$ cat src/rtl/pc_next_unit.sv
// ----------------------------------------------------------------------------
// pc_next_unit
//
// Purpose:
//   Program-counter sequencer for a 16-bit fetch stage. Each cycle it picks the
//   next fetch address from the highest-priority request and tracks the
//   START / RUN / FLUSH / HALTED control state.
//
//   Request priority (highest first):
//     rst > halt > jmp > br_taken > stall > sequential increment
//
//   Handshake note: this block has no valid/ready channels. Requests are
//   level-sampled on every rising edge, and pc/pc_valid are valid from the
//   edge that produced them. A consumer must treat pc as a real fetch address
//   only while pc_valid=1, and must drop the instruction fetched one cycle
//   earlier whenever flush=1.
//
// Ports:
//   clk       in   1   rising-edge clock
//   rst       in   1   synchronous reset, active-high
//   stall     in   1   hold pc this cycle
//   halt      in   1   enter HALTED
//   resume    in   1   leave HALTED
//   br_taken  in   1   relative branch request
//   br_off    in  16   signed byte offset, added to the current pc
//   jmp       in   1   absolute jump request
//   jmp_tgt   in  16   absolute jump target
//   pc        out 16   current fetch address (registered)
//   pc_valid  out  1   pc is a real fetch address (registered)
//   flush     out  1   squash the instruction fetched last cycle (registered)
//   misalign  out  1   one-cycle pulse after an accepted odd jump (registered)
//   state     out  2   START=00, RUN=01, FLUSH=10, HALTED=11
// ----------------------------------------------------------------------------
module pc_next_unit #(
    parameter logic [15:0] RESET_PC = 16'h0000,
    parameter logic [15:0] INC      = 16'd2
) (
    input  logic        clk,
    input  logic        rst,
    input  logic        stall,
    input  logic        halt,
    input  logic        resume,
    input  logic        br_taken,
    input  logic [15:0] br_off,
    input  logic        jmp,
    input  logic [15:0] jmp_tgt,
    output logic [15:0] pc,
    output logic        pc_valid,
    output logic        flush,
    output logic        misalign,
    output logic [1:0]  state
);

    typedef enum logic [1:0] {
        ST_START  = 2'b00,
        ST_RUN    = 2'b01,
        ST_FLUSH  = 2'b10,
        ST_HALTED = 2'b11
    } state_t;

    state_t      cur_state;
    state_t      nxt_state;
    logic [15:0] cur_pc;
    logic [15:0] nxt_pc;
    logic        cur_flush;
    logic        nxt_flush;
    logic        cur_misalign;
    logic        nxt_misalign;

    // Candidate addresses, computed once and selected by the FSM below.
    logic [15:0] seq_pc;
    logic [15:0] br_pc;
    logic [15:0] jmp_pc;

    assign seq_pc = cur_pc + INC;       // wraps modulo 2^16
    assign br_pc  = cur_pc + br_off;    // two's complement add == signed offset
    assign jmp_pc = {jmp_tgt[15:1], 1'b0};

    // ------------------------------------------------------------------------
    // State / datapath registers
    // ------------------------------------------------------------------------
    always_ff @(posedge clk) begin
        if (rst) begin
            cur_state    <= ST_START;
            cur_pc       <= RESET_PC;
            cur_flush    <= 1'b0;
            cur_misalign <= 1'b0;
        end else begin
            cur_state    <= nxt_state;
            cur_pc       <= nxt_pc;
            cur_flush    <= nxt_flush;
            cur_misalign <= nxt_misalign;
        end
    end

    // ------------------------------------------------------------------------
    // Next-state / next-pc logic
    // flush and misalign are single-cycle pulses, so they default to 0 and are
    // only raised on the cycle a redirect is accepted.
    // ------------------------------------------------------------------------
    always_comb begin
        nxt_state    = cur_state;
        nxt_pc       = cur_pc;
        nxt_flush    = 1'b0;
        nxt_misalign = 1'b0;

        unique case (cur_state)
            ST_START: begin
                // pc already holds RESET_PC; just open the fetch stream.
                if (halt) nxt_state = ST_HALTED;
                else      nxt_state = ST_RUN;
            end

            ST_RUN: begin
                if (halt) begin
                    nxt_state = ST_HALTED;
                end else if (jmp) begin
                    nxt_pc       = jmp_pc;
                    nxt_misalign = jmp_tgt[0];
                    nxt_flush    = 1'b1;
                    nxt_state    = ST_FLUSH;
                end else if (br_taken) begin
                    nxt_pc    = br_pc;
                    nxt_flush = 1'b1;
                    nxt_state = ST_FLUSH;
                end else if (!stall) begin
                    nxt_pc = seq_pc;
                end
            end

            ST_FLUSH: begin
                // Redirect requests seen here come from the squashed
                // instruction, so only halt and stall are honoured.
                if (halt) begin
                    nxt_state = ST_HALTED;
                end else begin
                    if (!stall) nxt_pc = seq_pc;
                    nxt_state = ST_RUN;
                end
            end

            ST_HALTED: begin
                if (resume && !halt) nxt_state = ST_RUN;
            end

            default: nxt_state = ST_START;
        endcase
    end

    // ------------------------------------------------------------------------
    // Outputs
    // pc_valid is a pure decode of the registered state, so it is registered
    // by construction and can never disagree with state.
    // ------------------------------------------------------------------------
    assign pc       = cur_pc;
    assign pc_valid = (cur_state == ST_RUN) || (cur_state == ST_FLUSH);
    assign flush    = cur_flush;
    assign misalign = cur_misalign;
    assign state    = cur_state;

endmodule

$ cat config.mk
export PLATFORM = sky130hd
export DESIGN_NAME = pc_next_unit
export DESIGN_NICKNAME = d
export VERILOG_FILES = /design/src/rtl/pc_next_unit.sv
export SDC_FILE = /design/constraint.sdc
export NUM_CORES = 1
export LEC_CHECK = 0
export CAP_MARGIN = 5
export CORE_UTILIZATION = 40
export CTS_CLUSTER_SIZE = 12
export DETAILED_ROUTE_END_ITERATION = 6
export PLACE_DENSITY = 0.77
export SYNTH_ARGS = -nofsm -noshare
export SYNTH_HDL_FRONTEND = slang
export SYNTH_SLANG_ARGS = --single-unit
$ cat constraint.sdc
create_clock -name clk -period 4.9 [get_ports clk]
set_input_delay 0.98 -clock clk [delete_from_list [all_inputs] [get_ports clk]]
set_output_delay 0.98 -clock clk [all_outputs]
set_load 0.05 [all_outputs]
* Word-level counts from Yosys, hierarchy flattened
Cells that the tools add are included.
** Word-level totals
- Register bits :: 20
- Bits in latches :: 0
- Memory bits (writable) :: 0
- Bits in read-only memories :: 0
- Input bits :: 39
- Output and inout port bits :: 21
- Logic and storage cells :: 39
- Memories :: 0
** Cells by class
- Add/sub/neg operators :: 2
- $mul :: 0
- Div/mod/pow operators :: 0
- Order comparisons :: 0
- Equality and inequality tests :: 7
- Shift-type cells :: 0
- Multiplexer cells :: 14
- Bitwise gates (word level) :: 2
- Reductions and logical operators :: 10
** Operators with widths (number)
- 2-to-1 mux 16 bit :: 5
- case mux 16 bit (2 select lines) :: 1
- adder 16 bit :: 1
- adder 16 x 2 -> 16 bit (second input constant) :: 1
- 2-to-1 mux 2 bit :: 5
- inequality test 2 bit (second input constant) :: 3
- case mux 2 bit (3 select lines) :: 1
- equality test 2 bit (second input constant) :: 2
- inequality test 4 bit (second input constant) :: 1
- OR reduction 4 bit :: 1
- AND reduction 3 bit :: 1
- OR reduction 3 bit :: 1
- equality test 2 x 1 -> 1 bit (second input constant) :: 1
- logical NOT 2 bit :: 1
- 2-to-1 mux 1 bit :: 2
- inverter 1 bit :: 2
- AND reduction 2 bit :: 1
- nonzero test 2 bit :: 1
- OR reduction 2 bit :: 1
- logical AND 1 bit :: 1
- logical NOT 1 bit :: 1
- logical OR 1 bit :: 1

* Depth between registers and ports, before layout
- Depth in word-level cells :: 6
- Depth in mapped cells :: 9
- Gate-level depth less buffers :: 8

* Least setup slack after synthesis
No wires, ideal clock.
- Path type :: input port to flip-flop
- Start point :: input br_off[0]
- End point :: register cur_pc[14] (netlist: pc[14])
- Library setup time :: 80 ps
- Data arrival time :: 2615 ps
- Required time :: 4820 ps
- Path slack :: 2205 ps
- Stages on the path :: 8
- Path buffers :: 0
- Cells stage by stage :: ha_1 -> fa_1 -> a21o_1 -> a221oi_2 -> a21oi_1 -> o21ai_1 -> nand3b_1 -> a211oi_2
** On the way
- Longest elaborated chain between the ends :: 5
** RTL lines
- from (decl) :: RTL line 44 : input logic [15:0] br_off,
- adder 16 bit :: RTL line 76 : assign br_pc = cur_pc + br_off;
- 2-to-1 mux 16 bit :: RTL line 122 : end else if (br_taken) begin
- 2-to-1 mux 16 bit :: RTL line 117 : end else if (jmp) begin
- 2-to-1 mux 16 bit :: RTL line 115 : if (halt) begin
- case mux 16 bit (2 select lines) :: RTL line 107 : unique case (cur_state)
- to (signal assigned) :: RTL line 90 : cur_pc <= nxt_pc;
- to (decl) :: RTL line 63 : logic [15:0] cur_pc;
Every way passes these cells. The select of a mux whose other input is x is not followed.
A chain may end at the register's enable or synchronous reset.

* Final worst setup path
Same ends and word-level chain as after synthesis.

==> impl_metrics.csv <==
group,metric,value,unit
detailed_routing,antenna_left,0,
grt,grt_pass1_vias,2219,
floorplanning,num_rows,26,
logic_synthesis,ys_ff_latch,20,
detailed_routing,vias_per_cell,5.823,
timing,finalHoldViolations,0,
layout,final_cell_mix,"59 x clkdlybuf4s50_1, 29 x a21oi_1, 25 x nand2_1",
logic_synthesis,async_flop_share,0,%
floorplanning,initial_core_util,41.94,%
detailed_routing,wirelength,6250,um
grt,overflow,0,
layout,area_delta_synth_final,28.73,%
timing,fin_skew,0.008790,ns
pwr,power_leakage,1.030,nW
logic_synthesis,synth_edf_count,0,
timing,final_max_slew_viol_count,0,
clocking,clock_latency,0.27,ns
floorplanning,die_area,5687,um2
worst_setup_path,cp_num_buf_inv,1,
layout,fillers,534,
place,dp_hpwl,4749,um
pwr,netSwitchingPower,0.0002728,W
clocking,cts_tree,"yes",
pwr,p_seq_share,31.2,%
grt,antenna_found_initial,0,
timing,max_freq,0.3300,GHz
logic_synthesis,synth_area,2156,um2
floorplanning,core-area,5140,um2
timing,fin_setup_tns,0,ns
place,place_congestion,0.8518,
pwr,clockPowerShare,18.3,%
floorplanning,fp.dieW,75.42,um
detailed_routing,dr.pass1.iters,5,
detailed_routing,route.detailed.drc,0,
worst_setup_path,cp-end-kind,"flop",
floorplanning,ios,60,
clocking,cts.sinks,20,
clocking,max-clock-path-buffers,2,
pwr,ir_drop,0.1464,mV
detailed_routing,routedWlPerCell,15.59,um
worst_setup_path,cp_max_fo,3,
timing,relSlewSlack,36.89,%
logic_synthesis,yosys_warnings,0,
layout,diodes,0,
timing,fin_crit_sh,61.84,%
detailed_routing,drt_iter0_markers,156,
clocking,clkTransAtPathRegs,0.08,ns
logic_synthesis,synth-seq-area-share,18.57,%
clocking,cts_resized,0,
timing,setup-violations-final,0,
pwr,comb_power_share,50.5,%
detailed_routing,vias,2335,
clocking,root_buffer,"clkbuf_8",
layout,drive_gt1_share,5.740,%
layout,final_nets,393,
worst_setup_path,crit_type,"input port to flop",
grt,grt_max_degree,22,
place,portBuffers,59,
worst_setup_path,crit_path_top_delay_cell,"clkdlybuf4s50_1",
timing,rsz0062_at_grt,"no",
clocking,cts_setup_buffers,0,
clocking,cts_buffers,3,
floorplanning,die_height,75.42,um
worst_setup_path,crit_required,5.09,ns
timing,hold_slack,0.5081,ns
job,maxCapViolations,0,
timing,tightest_slew,0.9437,ns
worst_setup_path,crit_family,"compound AO/OA/AOI/OAI gates",
layout,final_common_cell,"clkdlybuf4s50_1",
worst_setup_path,critPathLaunchType,"input port",
logic_synthesis,postSynth.topFlopCell,"dfxtp_1",
logic_synthesis,synthCells,284,
clocking,ctsHoldBuffers,0,
logic_synthesis,yosysUniqueCellTypes,64,
outcome,run_status,"finished, final reports clean",
logic_synthesis,syn-num-nets,344,
pwr,power_density,229.4,nW/um2
grt,grt_usage,23.61,%
worst_setup_path,slowest_delay,0.41,ns
worst_setup_path,worst_ep_arrival_time,3.22,ns
worst_setup_path,cp_cell_sequence,"clkdlybuf4s50_1 -> ha_1 -> fa_1 -> a21o_1 -> a221oi_2 -> a21oi_1 -> o21ai_1 -> nand3b_1 -> a211oi_2",
grt,grt_first_pass_wirelength,10250,um
pwr,swShare,42.85,%
logic_synthesis,syn_area_per_cell,7.591,um2
timing,min_period,3.030,ns
clocking,htreeDepth,1,
pwr,intPower,0.0003639,W
hold_path,min_path_type,"flop to flop",
kinds of logic after synthesis:
logic type	count (synthesis)	share of synthesized area (%)
XOR/XNOR	15	6.094
flip-flops	20	18.57
multiplexers	2	0.9866
AND/OR/NAND/NOR	91	20.66
buffers and inverters	29	7.254
adder cells (fa/ha/maj)	21	12.54
AO/OA/AOI/OAI	106	33.90
synthesized netlist by cell type (2+ instances only):
cell type / instances / area, um2
a211o_1: 2 / 17.52
a211oi_1: 5 / 37.54
a211oi_2: 3 / 37.54
a21o_1: 2 / 15.01
a21oi_1: 29 / 145.1
a221oi_1: 8 / 70.07
a22oi_1: 2 / 15.01
a311oi_1: 2 / 17.52
a31oi_1: 5 / 31.28
a41oi_1: 2 / 17.52
and2_1: 2 / 12.51
buf_2: 5 / 25.02
buf_6: 3 / 33.78
clkbuf_1: 5 / 18.77
dfxtp_1: 20 / 400.4
ha_1: 20 / 250.2
inv_1: 12 / 45.04
nand2_1: 25 / 93.84
nand3_1: 7 / 35.03
nand3b_1: 2 / 15.01
nand4_1: 7 / 43.79
nor2_1: 24 / 90.09
nor2_2: 2 / 12.51
nor2b_1: 2 / 12.51
nor3_1: 10 / 50.05
o211ai_1: 4 / 30.03
o21a_1: 2 / 15.01
o21ai_0: 10 / 50.05
o21ai_1: 10 / 50.05
o21bai_1: 3 / 22.52
o31ai_1: 3 / 22.52
xnor2_1: 12 / 105.1
xor2_1: 3 / 26.28
power groups by stage:
stage,registers [W],clock network [W],logic (W)
2_1_floorplan,0.000242,0,0.000183
6_report,0.000198,0.000117,0.000322
3_5_place_dp,0.000202,0,0.000319
5_1_grt,0.000201,0.000122,0.000352
3_3_place_gp,0.000201,0,0.000316
4_1_cts,0.000198,0.000119,0.000321
worst paths after layout:
path,startpoint,to,slack [ns],cells past startpoint
hold reg to reg,pc[0],pc[0],0.51,2
hold / removal,pc[0],pc[0],0.51,2
setup reg to reg,state[0],pc[8],2.58,7
setup / recovery,br_off[0],pc[14],1.87,9
cell type report:
| type | count | area [um2] | share of cell area [%] |
|---|---|---|---|
| inverter | 13 | 48.80 | 1.758 |
| timing repair buffer | 60 | 598.1 | 21.55 |
| multi-input combinational | 235 | 1599 | 57.62 |
| tap | 70 | 87.58 | 3.156 |
| clock buffer | 3 | 41.29 | 1.488 |
| sequential | 20 | 400.4 | 14.43 |
flip-flops by register name, summed over array words and instances (netlist names):
signal,cells
misalign,1
flush,1
pc,16
state,2
stage by stage:
step	setup WS [ns]	instances	area [um2]	utilization (%)	power, W
2_1_floorplan	2.205	284	2156	-	0.0004247
3_3_place_gp	1.659	398	2734	53.19	0.0005177
3_5_place_dp	1.591	398	2734	53.19	0.0005212
4_1_cts	1.867	401	2775	53.99	0.0006381
5_1_grt	1.710	401	2775	53.99	0.0006748
6_report	1.870	401	2775	53.99	0.0006367
worst reg2reg max path: stages, from the launching register on:
cell,delay [ns]
dfxtp_1,0.46
inv_1,0.09
ha_1,0.35
o21ai_2,0.61
o21ai_0,0.28
o211ai_1,0.16
a21oi_1,0.07
a211oi_2,0.21
per-layer routing:
metal | global-route usage [%] | wire, um
met2 | 40.38 | 2921
met5 | 0 | 0
met1 | 30.82 | 2816
met3 | 3.307 | 425
met4 | 7.202 | 87
Power figures use the tool's default switching activity.
